==> src/rtl/serial_subtractor.sv <==
// serial_subtractor: bit-serial two's-complement a - b - bin, LSB first, with start/busy/done handshake
module serial_subtractor #(
    parameter int WIDTH = 8
) (
    input  logic             clk,
    input  logic             rst,
    input  logic             start,
    input  logic [WIDTH-1:0] a,
    input  logic [WIDTH-1:0] b,
    input  logic             bin,
    output logic             busy,
    output logic             done,
    output logic [WIDTH-1:0] diff,
    output logic             bout,
    output logic             zero
);
    localparam int CW = $clog2(WIDTH);
    typedef enum logic [1:0] {IDLE, RUN, DONE} state_t;
    state_t state_q, state_d;
    logic [WIDTH-1:0] a_q, a_d, b_q, b_d, r_q, r_d, diff_q, diff_d;
    logic [CW-1:0] cnt_q, cnt_d;
    logic br_q, br_d, bout_q, bout_d, zero_q, zero_d;
    logic d_bit, br_next;
    logic [WIDTH-1:0] shifted;
    assign d_bit   = a_q[0] ^ b_q[0] ^ br_q;
    assign br_next = (~a_q[0] & b_q[0]) | (~(a_q[0] ^ b_q[0]) & br_q);
    assign shifted = {d_bit, r_q[WIDTH-1:1]};
    // next-state: capture in IDLE, one full-subtractor step per cycle in RUN, publish result on the last bit
    always_comb begin
        state_d = state_q;
        a_d     = a_q;
        b_d     = b_q;
        r_d     = r_q;
        br_d    = br_q;
        cnt_d   = cnt_q;
        diff_d  = diff_q;
        bout_d  = bout_q;
        zero_d  = zero_q;
        case (state_q)
            IDLE: if (start) begin
                a_d     = a;
                b_d     = b;
                br_d    = bin;
                cnt_d   = '0;
                state_d = RUN;
            end
            RUN: begin
                a_d   = a_q >> 1;
                b_d   = b_q >> 1;
                r_d   = shifted;
                br_d  = br_next;
                cnt_d = cnt_q + CW'(1);
                if (cnt_q == CW'(WIDTH - 1)) begin
                    diff_d  = shifted;
                    bout_d  = br_next;
                    zero_d  = (shifted == '0);
                    state_d = DONE;
                end
            end
            default: state_d = IDLE;
        endcase
    end
    // state and datapath registers; reset discards any operation in flight
    always_ff @(posedge clk) begin
        if (rst) begin
            state_q <= IDLE;
            a_q     <= '0;
            b_q     <= '0;
            r_q     <= '0;
            br_q    <= 1'b0;
            cnt_q   <= '0;
            diff_q  <= '0;
            bout_q  <= 1'b0;
            zero_q  <= 1'b0;
        end else begin
            state_q <= state_d;
            a_q     <= a_d;
            b_q     <= b_d;
            r_q     <= r_d;
            br_q    <= br_d;
            cnt_q   <= cnt_d;
            diff_q  <= diff_d;
            bout_q  <= bout_d;
            zero_q  <= zero_d;
        end
    end
    assign busy = (state_q == RUN);
    assign done = (state_q == DONE);
    assign diff = diff_q;
    assign bout = bout_q;
    assign zero = zero_q;
endmodule

==> config.mk <==
export PLATFORM = sky130hd
export DESIGN_NAME = serial_subtractor
export DESIGN_NICKNAME = d
export VERILOG_FILES = /design/src/rtl/serial_subtractor.sv
export SDC_FILE = /design/constraint.sdc
export NUM_CORES = 1
export LEC_CHECK = 0
export ABC_CLOCK_PERIOD_IN_PS = 1200
export BUFFER_PORTS_ARGS = -buffer_cell sky130_fd_sc_hd__buf_2
export CAP_MARGIN = 10
export CORE_UTILIZATION = 49
export DETAILED_ROUTE_END_ITERATION = 8
export GPL_TIMING_DRIVEN = 0
export PLACE_DENSITY = 0.75
export SLEW_MARGIN = 20
export SYNTH_ARGS = -nofsm -noshare
export SYNTH_HDL_FRONTEND = slang
export SYNTH_SLANG_ARGS = --single-unit
export TNS_END_PERCENT = 50
==> constraint.sdc <==
create_clock -name clk -period 1.2 [get_ports clk]
set_input_delay 0.24 -clock clk [delete_from_list [all_inputs] [get_ports clk]]
set_output_delay 0.24 -clock clk [all_outputs]
set_load 0.01 [all_outputs]
After elaboration in Yosys (flattened, before gate mapping)
Index checks and enable logic that the tools add are counted.
- flip-flop bits (word level): 40
- add/sub/neg operators: 1
- equal/unequal tests: 5
- multiplexer cells: 11
- bitwise gates (word level): 7
- reductions and logical operators: 6
- operators by type and width (kind ; count):
    one-hot mux 8 bit (2 select lines) ; 2
    two-way mux 8 bit ; 2
    zero test 8 bit ; 1
    one-hot mux 3 bit (2 select lines) ; 1
    AND reduction 2 bit ; 3
    two-way mux 2 bit ; 2
    one-hot mux 2 bit (2 select lines) ; 1
    adder 3 x 1 -> 3 bit, second input constant ; 1
    == test 3 bit, second input constant ; 1
    two-way mux 3 bit ; 1
    bitwise AND 1 bit ; 2
    == test 2 x 1 -> 1 bit, second input constant ; 1
    == test 2 bit, second input constant ; 1
    zero test 2 bit ; 1
    != test 2 x 1 -> 1 bit, second input constant ; 1
    != test 2 bit, second input constant ; 1
    NOT 1 bit ; 2
    one-hot mux 1 bit (2 select lines) ; 1
    nonzero test 2 bit ; 1
    XOR 1 bit ; 2
    two-way mux 1 bit ; 1
    bitwise OR 1 bit ; 1

Depth between registers and ports, before layout
- depth in word-level cells: 5
- depth in mapped cells: 7
- depth with buffers taken out: 5

Worst setup path before layout
OpenSTA, ideal clock, no wires.
- path kind: register -> register
- from: reg cnt_q[0]
- to: reg bout_q, in the netlist bout
- data arrival time: 1.206 ns
- setup slack: -0.093 ns
- cell stages (with the launch flop): 6
- buffers on the path: 1
- clock period less this slack: 1.293 ns
- path through: dfxtp_1 -> ha_1 -> ha_1 -> and3b_1 -> buf_2 -> a211oi_1
- longest elaborated chain between the ends: 2
- RTL lines (what ; RTL line ; source):
    from (decl) ; 21 ; logic [CW-1:0] cnt_q, cnt_d;
    from (signal assigned) ; 81 ; cnt_q <= cnt_d;
    == test 3 bit ; 53 ; if (cnt_q == CW'(WIDTH - 1)) begin
    AND reduction 2 bit (no source line) ; -- ;
    to (signal assigned) ; 83 ; bout_q <= bout_d;
    to (decl) ; 22 ; logic br_q, br_d, bout_q, bout_d, zero_q, zero_d;
Every way passes these cells.
A chain may end at the register's enable or synchronous reset.

Worst setup path in the final report
- from: reg state_q[1]
- to: out busy
- longest elaborated chain between the ends: 1
- RTL lines (what ; RTL line ; source):
    from (decl) ; 19 ; state_t state_q, state_d;
    from (signal assigned) ; 76 ; state_q <= state_d;
    == test 2 x 1 -> 1 bit ; 87 ; assign busy = (state_q == RUN);
    to (decl) ; 11 ; output logic busy,
Every way passes these cells.

==> out/results.tsv <==
stage	metric	value	unit
clock_network	cts_tree	done	
power	total_power	3.03	mW
yosys	synth_seq_cells	39	
place	post-dp-hpwl	2360	µm
detailed_routing	drtIter0Drc	115	
power	leakagePower	0.957	nW
final_layout	final_common_cell	nand2_1	
clock_network	cts_buffer_depth	2	
detailed_routing	drt_pass1_iterations	4	
timing	skew	0.0140	ns
critical_path	worst-r2r-cell-count	6	
clock_network	cts.sinks	39	
run_status	violations	setup timing	
clock_network	htree_num_levels	2	
yosys	netlist_instances	193	
critical_path	critical_path_class	reg -> out	
place	dpl_cell_area	1970	µm²
clock_network	ctsHoldBuffers	0	
grt	first_global_vias	1408	
timing	rsz0062_at_grt	yes	
detailed_routing	viasPerCell	5.28	
final_layout	fill_cells	261	
power	p_sw	0.769	mW
detailed_routing	wl_met2	1940	µm
grt	antenna_found_initial	0	
final_layout	final_cell_mix	nand2_1 (40), dfxtp_1 (33), buf_2 (30)	
floorplan	core	3360	µm²
grt	grt_pass1_wl	6180	µm
clock_network	cts_root_buf	clkbuf_4	
floorplan	die_y	61.6	µm
final_layout	layout-drive-gt1-share	0.551	
critical_path	crit_path_end_kind	output pin	
place	io_buffer_count	31	
timing	setup-violations-final	30	
place	gp_congestion	0.752	
grt	grt_max_degree	13	
yosys	synth_area	1740	µm²
timing	fmax	721	MHz
floorplan	dieArea	3790	µm²
power	power_frac_clock	0.367	
worst_hold_path	min_path_cells	3	
power	power_density	1240	nW/µm²
power	pwr-share-comb	0.168	
timing	fin_crit	1.39	ns
timing	worst_pin_slew	0.721	ns
power	vdd_drop_max	0.920	mV
detailed_routing	route.detailed.drc	0	
yosys	synth-async-reset-ratio	0	
detailed_routing	wl_met1	1780	µm
run_status	outcome	complete, but fails checks	
yosys	synthFlopType	dfxtp_1	
clock_network	clkTransAtPathRegs	0.13	ns
place	placed_cells	270	
clock_network	clk_latency	0.37	ns
timing	finalCritPeriodShare	1.16	
job	cap_violations	0	
detailed_routing	postRouteAntennaNets	0	
floorplan	row_count	21	
yosys	ys_seq_area_frac	0.449	
final_layout	fin_area	2440	µm²
detailed_routing	route.met3.wl	141	µm
critical_path	required	0.96	ns
yosys	yosysWarnings	0	
final_layout	layout.nets	269	
final_layout	n_antenna_cell	0	
critical_path	crit_fanout	2	
power	switching_share	0.254	
yosys	syn_nets	216	
detailed_routing	drt_wl_total	3930	µm
worst_hold_path	min_path_type	in -> reg	
critical_path	cp-start-kind	flip-flop	
power	p_int	2.26	mW
grt	overflow	0	
yosys	synth_edf_count	0	
final_layout	fin_cells	293	
power	pwr-share-seq	0.465	
critical_path	critPathArrivalTime	1.15	ns
detailed_routing	wl_per_cell	13.4	µm
yosys	syn_avg_cell_area	9.02	µm²
floorplan	io_pins	32	
timing	timing.final.ws_setup	-0.187	ns
clock_network	cts_inserted_buffers	5	
detailed_routing	dr_total_vias	1548	
timing	maxSlewViolCount	0	
floorplan	dieWidth	61.6	µm
timing	max-slew-margin-rel	0.520	
place	pre_cts_slack	-0.194	ns
floorplan	start_util	0.517	
final_layout	area_growth	40.2	%
yosys	ys_types	34	
detailed_routing	highest_layer	met4	
grt	grt_use_total	0.231	
timing	hold_viol_final	0	
-- layer usage --
layer / vias to the layer above / global-route usage
met5: - / 0
met4: 0 / 0.105
met2: 34 / 0.401
met3: 8 / 0.0567
li1: 765 / -
met1: 741 / 0.268
-- per-stage QoR --
step / hold WS [ns] / setup TNS, ns / utilization
floorplan: 0.381 / -0.0900 / -
global placement: 0.440 / -2.69 / 0.584
detailed placement: 0.444 / -2.80 / 0.584
CTS: 0.105 / -3.33 / 0.690
global route: 0.115 / -3.45 / 0.725
finish: 0.113 / -2.26 / 0.725
-- power groups by stage --
stage	Combinational, mW	Clock, mW	Sequential [mW]
detailed placement	0.367	0	1.42
floorplan	0.280	0	1.41
CTS	0.453	1.11	1.40
global placement	0.363	0	1.42
global route	0.555	1.17	1.42
finish	0.509	1.11	1.41
-- area by class of cell --
| class | instances | area (µm²) | area share |
|---|---|---|---|
| multi-input combinational | 137 | 1010 | 0.414 |
| inverter | 3 | 18.8 | 0.00769 |
| timing repair buffer | 48 | 328 | 0.134 |
| clock inverter | 2 | 60.1 | 0.0246 |
| buffer | 12 | 131 | 0.0538 |
| sequential | 39 | 793 | 0.325 |
| clock buffer | 6 | 41.3 | 0.0169 |
| tap | 46 | 57.6 | 0.0236 |
-- registers in the layout (all words and copies together), names as in the netlist --
register  flops
zero          1
a_q           8
br_q          1
state_q       2
b_q           8
r_q           7
cnt_q         3
bout          1
diff          8
-- final timing paths --
path                   to       start  slack [ns]
setup / recovery     busy  state_q[1]       -0.19
hold / removal     b_q[1]        b[1]        0.11
setup reg to reg   a_q[2]  state_q[1]       -0.14
hold reg to reg   diff[3]     diff[3]        0.46
-- repair_timing --
action,CTS,global route
setup endpoints to repair,36,37
cloned,1,1
pin swaps,12,10
resized for setup,51,16
setup buffers,9,6
-- worst max-delay path, stage by stage (launching register included) --
cell	delay, ns
dfxtp_4	0.37
nand2b_4	0.15
inv_8	0.03
buf_8	0.11
buf_6	0.11
-- synth_stat cells (all sizes together) (2+ instances only) --
| cell | count | area (µm²) |
|---|---|---|
| nand2 | 49 | 191 |
| dfxtp | 39 | 781 |
| a21oi | 31 | 185 |
| nor2 | 18 | 67.6 |
| a211oi | 15 | 153 |
| buf | 12 | 116 |
| inv | 3 | 18.8 |
| nor2b | 3 | 18.8 |
| a221oi | 2 | 23.8 |
| a22oi | 2 | 15.0 |
| clkbuf | 2 | 7.51 |
| ha | 2 | 25.0 |
| nor4 | 2 | 12.5 |
| o22ai | 2 | 12.5 |
-- cell families (layout without fill, tap and decap cells) --
group,Yosys count,count (layout),synth area share
buf+inv,17,71,0.0820
simple gates,78,78,0.191
compound gates,56,56,0.253
fa+ha+maj,3,3,0.0259
flops,39,39,0.449
No activity file was read; power rests on OpenSTA's default activity.
